==> src/rtl/decode_sequencer.sv <==
// Control sequencer for the output-layer argmax datapath: loads confidences, scans
// every class, captures the winning digit and presents it on a valid/ready handshake.
module decode_sequencer #(
  parameter int NUM_CLASSES = 10,
  parameter int IDX_W       = 4,
  parameter int CONF_W      = 4
) (
  input  logic              clk,
  input  logic              n_rst,
  input  logic              network_done,
  input  logic [CONF_W-1:0] conf_threshold,
  input  logic [IDX_W-1:0]  dp_digit,
  input  logic [CONF_W-1:0] dp_max,
  output logic              weight_load,
  output logic              scan_clear,
  output logic              scan_en,
  output logic [IDX_W-1:0]  scan_index,
  output logic              result_valid,
  input  logic              result_ready,
  output logic [IDX_W-1:0]  result_digit,
  output logic              result_reject,
  output logic              busy,
  output logic              overrun
);

  localparam logic [2:0] S_IDLE    = 3'd0;
  localparam logic [2:0] S_LOAD    = 3'd1;
  localparam logic [2:0] S_SCAN    = 3'd2;
  localparam logic [2:0] S_SETTLE  = 3'd3;
  localparam logic [2:0] S_PRESENT = 3'd4;

  localparam logic [IDX_W-1:0] LAST_IDX = IDX_W'(NUM_CLASSES - 1);

  logic [2:0]       state, state_nxt;
  logic [IDX_W-1:0] cnt, cnt_nxt;
  logic             pending, pending_nxt;
  logic             overrun_r, overrun_nxt;
  logic [IDX_W-1:0] digit_r;
  logic             reject_r;
  logic             handshake;

  assign handshake = (state == S_PRESENT) && result_ready;

  always_comb begin
    state_nxt   = state;
    cnt_nxt     = cnt;
    pending_nxt = pending;
    overrun_nxt = 1'b0;
    case (state)
      S_IDLE: begin
        if (network_done) state_nxt = S_LOAD;
      end
      S_LOAD, S_SCAN, S_SETTLE: begin
        if (network_done) begin
          // A new frame aborts the in-flight job; its result is never presented.
          state_nxt   = S_LOAD;
          cnt_nxt     = '0;
          overrun_nxt = 1'b1;
        end else if (state == S_LOAD) begin
          state_nxt = S_SCAN;
          cnt_nxt   = '0;
        end else if (state == S_SCAN) begin
          if (cnt == LAST_IDX) begin
            state_nxt = S_SETTLE;
            cnt_nxt   = '0;
          end else begin
            cnt_nxt = cnt + 1'b1;
          end
        end else begin
          state_nxt = S_PRESENT;
        end
      end
      S_PRESENT: begin
        if (network_done && pending) overrun_nxt = 1'b1;
        if (handshake) begin
          state_nxt   = (pending || network_done) ? S_LOAD : S_IDLE;
          pending_nxt = 1'b0;
          cnt_nxt     = '0;
        end else if (network_done) begin
          pending_nxt = 1'b1;
        end
      end
      default: begin
        state_nxt   = S_IDLE;
        cnt_nxt     = '0;
        pending_nxt = 1'b0;
      end
    endcase
  end

  always_ff @(posedge clk) begin
    if (!n_rst) begin
      state     <= S_IDLE;
      cnt       <= '0;
      pending   <= 1'b0;
      overrun_r <= 1'b0;
      digit_r   <= '0;
      reject_r  <= 1'b0;
    end else begin
      state     <= state_nxt;
      cnt       <= cnt_nxt;
      pending   <= pending_nxt;
      overrun_r <= overrun_nxt;
      // The datapath's final compare has landed by SETTLE; capture unless aborted.
      if (state == S_SETTLE && !network_done) begin
        digit_r  <= dp_digit;
        reject_r <= (dp_max < conf_threshold);
      end
    end
  end

  assign weight_load   = (state == S_LOAD);
  assign scan_clear    = (state == S_LOAD);
  assign scan_en       = (state == S_SCAN);
  assign scan_index    = (state == S_SCAN) ? cnt : '0;
  assign result_valid  = (state == S_PRESENT);
  assign busy          = (state == S_LOAD) || (state == S_SCAN) || (state == S_SETTLE);
  assign overrun       = overrun_r;
  assign result_digit  = digit_r;
  assign result_reject = reject_r;

endmodule

==> config.mk <==
export PLATFORM = sky130hd
export DESIGN_NAME = decode_sequencer
export DESIGN_NICKNAME = d
export VERILOG_FILES = /design/src/rtl/decode_sequencer.sv
export SDC_FILE = /design/constraint.sdc
export NUM_CORES = 1
export LEC_CHECK = 0
export CORE_AREA = 2 2 47 49
export CTS_CLUSTER_DIAMETER = 30
export DETAILED_ROUTE_END_ITERATION = 10
export DIE_AREA = 0 0 49 51
export PLACE_DENSITY_LB_ADDON = 0.1
export SKIP_CTS_REPAIR_TIMING = 1
export SLEW_MARGIN = 20
export SYNTH_ARGS = -nofsm -noshare
export SYNTH_HDL_FRONTEND = slang
export SYNTH_SLANG_ARGS = --single-unit
==> constraint.sdc <==
create_clock -name clk -period 1.91 [get_ports clk]
set_input_delay 0.191 -clock clk [delete_from_list [all_inputs] [get_ports clk]]
set_output_delay 0.191 -clock clk [all_outputs]
set_load 0.01 [all_outputs]
==> flow_summary.json, run 1 <==
{
  "final_max_slew_viol_count": 0,
  "synthDistinctLibCells": 34,
  "synth_seq_cells": 14,
  "most-common-layout-cells": "clkdlybuf4s50_1 (29), nand2_1 (14), dfxtp_1 (13)",
  "wl_um": 1880,
  "drc_errors": 0,
  "flow.area_growth_from_synthesis_pct": 47.6,
  "grt_overflow": 0,
  "pin_count": 31,
  "vias_in_the_first_global_route": 747,
  "timing.hold.worst.class": "flop to flop",
  "grt_start_max_net_pins": 12,
  "timing.final.crit_period_ns": 1.80,
  "antenna_left": 0,
  "synth_nets": 116,
  "timing.critical_path.fanout_max": 8,
  "setup_viol": 0,
  "cts_buffers": 3,
  "power_density_mw_per_mm2": 482,
  "tightest_slew_ns": 0.326,
  "clock_sink_count": 14,
  "max_cap_violations": 0,
  "timing.final.hold_violations": 0,
  "die_width_um": 49,
  "critPathRequiredTime_ns": 1.72,
  "clockRootBuffer": "clkbuf_4",
  "grt_first_pass_wirelength_um": 3190,
  "firstDrtPassIters": 3,
  "max-slew-margin-rel": 0.782,
  "fin_nets": 153,
  "std_cell_rows": 17,
  "setup.worst_path.class": "flop to primary output",
  "multi_input_area_sq_um": 474,
  "grt_usage": 0.167,
  "syn_area_per_cell_sq_um": 8.52,
  "core_sq_mm": 0.00206,
  "max_clock_freq_ghz": 0.556,
  "layout.cells.most_common": "clkdlybuf4s50_1",
  "layout_filler_cell_count": 199,
  "tritoncts": "built",
  "netlist_instances": 95,
  "setup.worst_path.end_class": "primary output",
  "finalWeightedCongestion": 0.811,
  "routed-via-count": 798,
  "die_h_um": 51,
  "worst-endpoint-arrival_ns": 1.61,
  "post-route-period-util": 0.941,
  "cts_max_path_buffers": 2,
  "synthesis.area_sq_um": 810,
  "clk_transition_reported_paths_ns": 0.08,
  "numPortBuffers": 30,
  "detailedPlacementHpwl_um": 1480,
  "diodes": 0,
  "setup_tns_ns": 0,
  "outcome": "completed",
  "final.setup.worst_slack_ns": 0.112,
  "synth.yosys.warnings": 0,
  "final_layout_size_suffix_gt1_frac": 0.146,
  "die_area_sq_mm": 0.00250,
  "initial_core_utilization": 0.392,
  "route.detailed.wl_per_inst_um": 11.9,
  "power.leakage_nw": 0.498,
  "grt_antenna_before_repair": 0,
  "via_count_normalized_by_instance_count": 5.05,
  "final-seq-area_sq_um": 282,
  "cts_max_level": 1,
  "synth_seq_area_share": 0.346,
  "worst_setup_path_start_kind": "flop",
  "drtIter0Drc": 1,
  "vdd_drop_max_mv": 0.289,
  "clock-skew-final_ns": 0.00364,
  "clk_latency_ns": 0.27,
  "post-place-ws_ns": 0.130
}
==> cell usage after synthesis, drive strengths merged <==
master,n,area (sq um)
and3b,1,8.76
and2,5,31.3
nor4b,1,8.76
a311o,1,10.0
a21oi,3,18.8
nand2,14,52.6
clkbuf,1,3.75
o21ai,5,28.8
a21o,2,15.0
and3,1,6.26
inv,7,26.3
a21boi,5,37.5
a211o,1,8.76
a32o,1,10.0
ha,5,62.6
o21a,1,7.51
nor3,1,5.00
nand3,3,15.0
buf,4,35.0
and4bb,1,12.5
or2,1,6.26
or4b,1,10.0
o22ai,2,12.5
nand2b,1,6.26
xnor2,1,8.76
o31a,1,10.0
nor2,6,22.5
dfxtp,14,280
nor3b,5,48.8
==> kinds of logic after synthesis <==
family | count (synthesis) | synth area share
flip-flops | 14 | 0.346
AO/OA/AOI/OAI | 22 | 0.196
AND/OR/NAND/NOR | 41 | 0.289
adder cells (fa/ha/maj) | 5 | 0.0773
XOR/XNOR | 1 | 0.0108
buffers and inverters | 12 | 0.0804
==> per-stage QoR <==
stage / utilization / instances / instance area, sq um / hold slack [ns] / total power [mW]
global route: 0.579 / 158 / 1190 / 0.488 / 0.611
global placement: 0.562 / 155 / 1160 / 0.455 / 0.417
CTS: 0.572 / 158 / 1180 / 0.470 / 0.584
floorplan: - / 95 / 810 / 0.269 / 0.358
finish: 0.579 / 158 / 1190 / 0.463 / 0.576
detailed placement: 0.562 / 155 / 1160 / 0.458 / 0.419
==> power by group <==
group          switching, mW  total, mW  internal [mW]
registers            0.00424      0.301          0.297
clock network         0.0884      0.161         0.0729
logic                 0.0451      0.114         0.0684
total                  0.138      0.576          0.438
==> final timing paths <==
path / cells past startpoint / slack (ns) / to / from
worst min register to register: 2 / 0.46 / result_digit[3] / result_digit[3]
worst max-delay path: 5 / 0.11 / result_valid / state[1]
worst min-delay path: 2 / 0.46 / result_digit[3] / result_digit[3]
worst max register to register: 5 / 0.35 / cnt[2] / state[2]
==> worst max-delay path: stages, from the launching register on <==
cell	delay, ns
dfxtp_1	0.33
buf_4	0.16
nor2_1	0.15
nand2_1	0.09
inv_1	0.07
clkdlybuf4s50_1	0.53
==> flip-flops by register name (all words and copies together) (netlist names) <==
register	cells
pending	1
overrun	1
result_digit	4
result_reject	1
state	3
cnt	4
==> layout make-up <==
type,instances,area share
clock buffer,3,0.0188
inverter,7,0.0220
multi-input combinational,69,0.397
sequential,14,0.236
tap,28,0.0293
timing repair buffer,37,0.297
==> routing by layer <==
layer	track usage	share of wire	up-vias
li1	-	-	397
met1	0.197	0.45	382
met2	0.285	0.50	17
met3	0.0468	0.051	2
met4	0.0714	0.0053	0
met5	0	0	-
(Power assumes the default switching activity.)
==> inputs of run 2 (changes only) <==
- GPL_TIMING_DRIVEN: not set -> 1
==> results of run 2 <==
Final layout, timing and power as in run 1 (identical DEF).
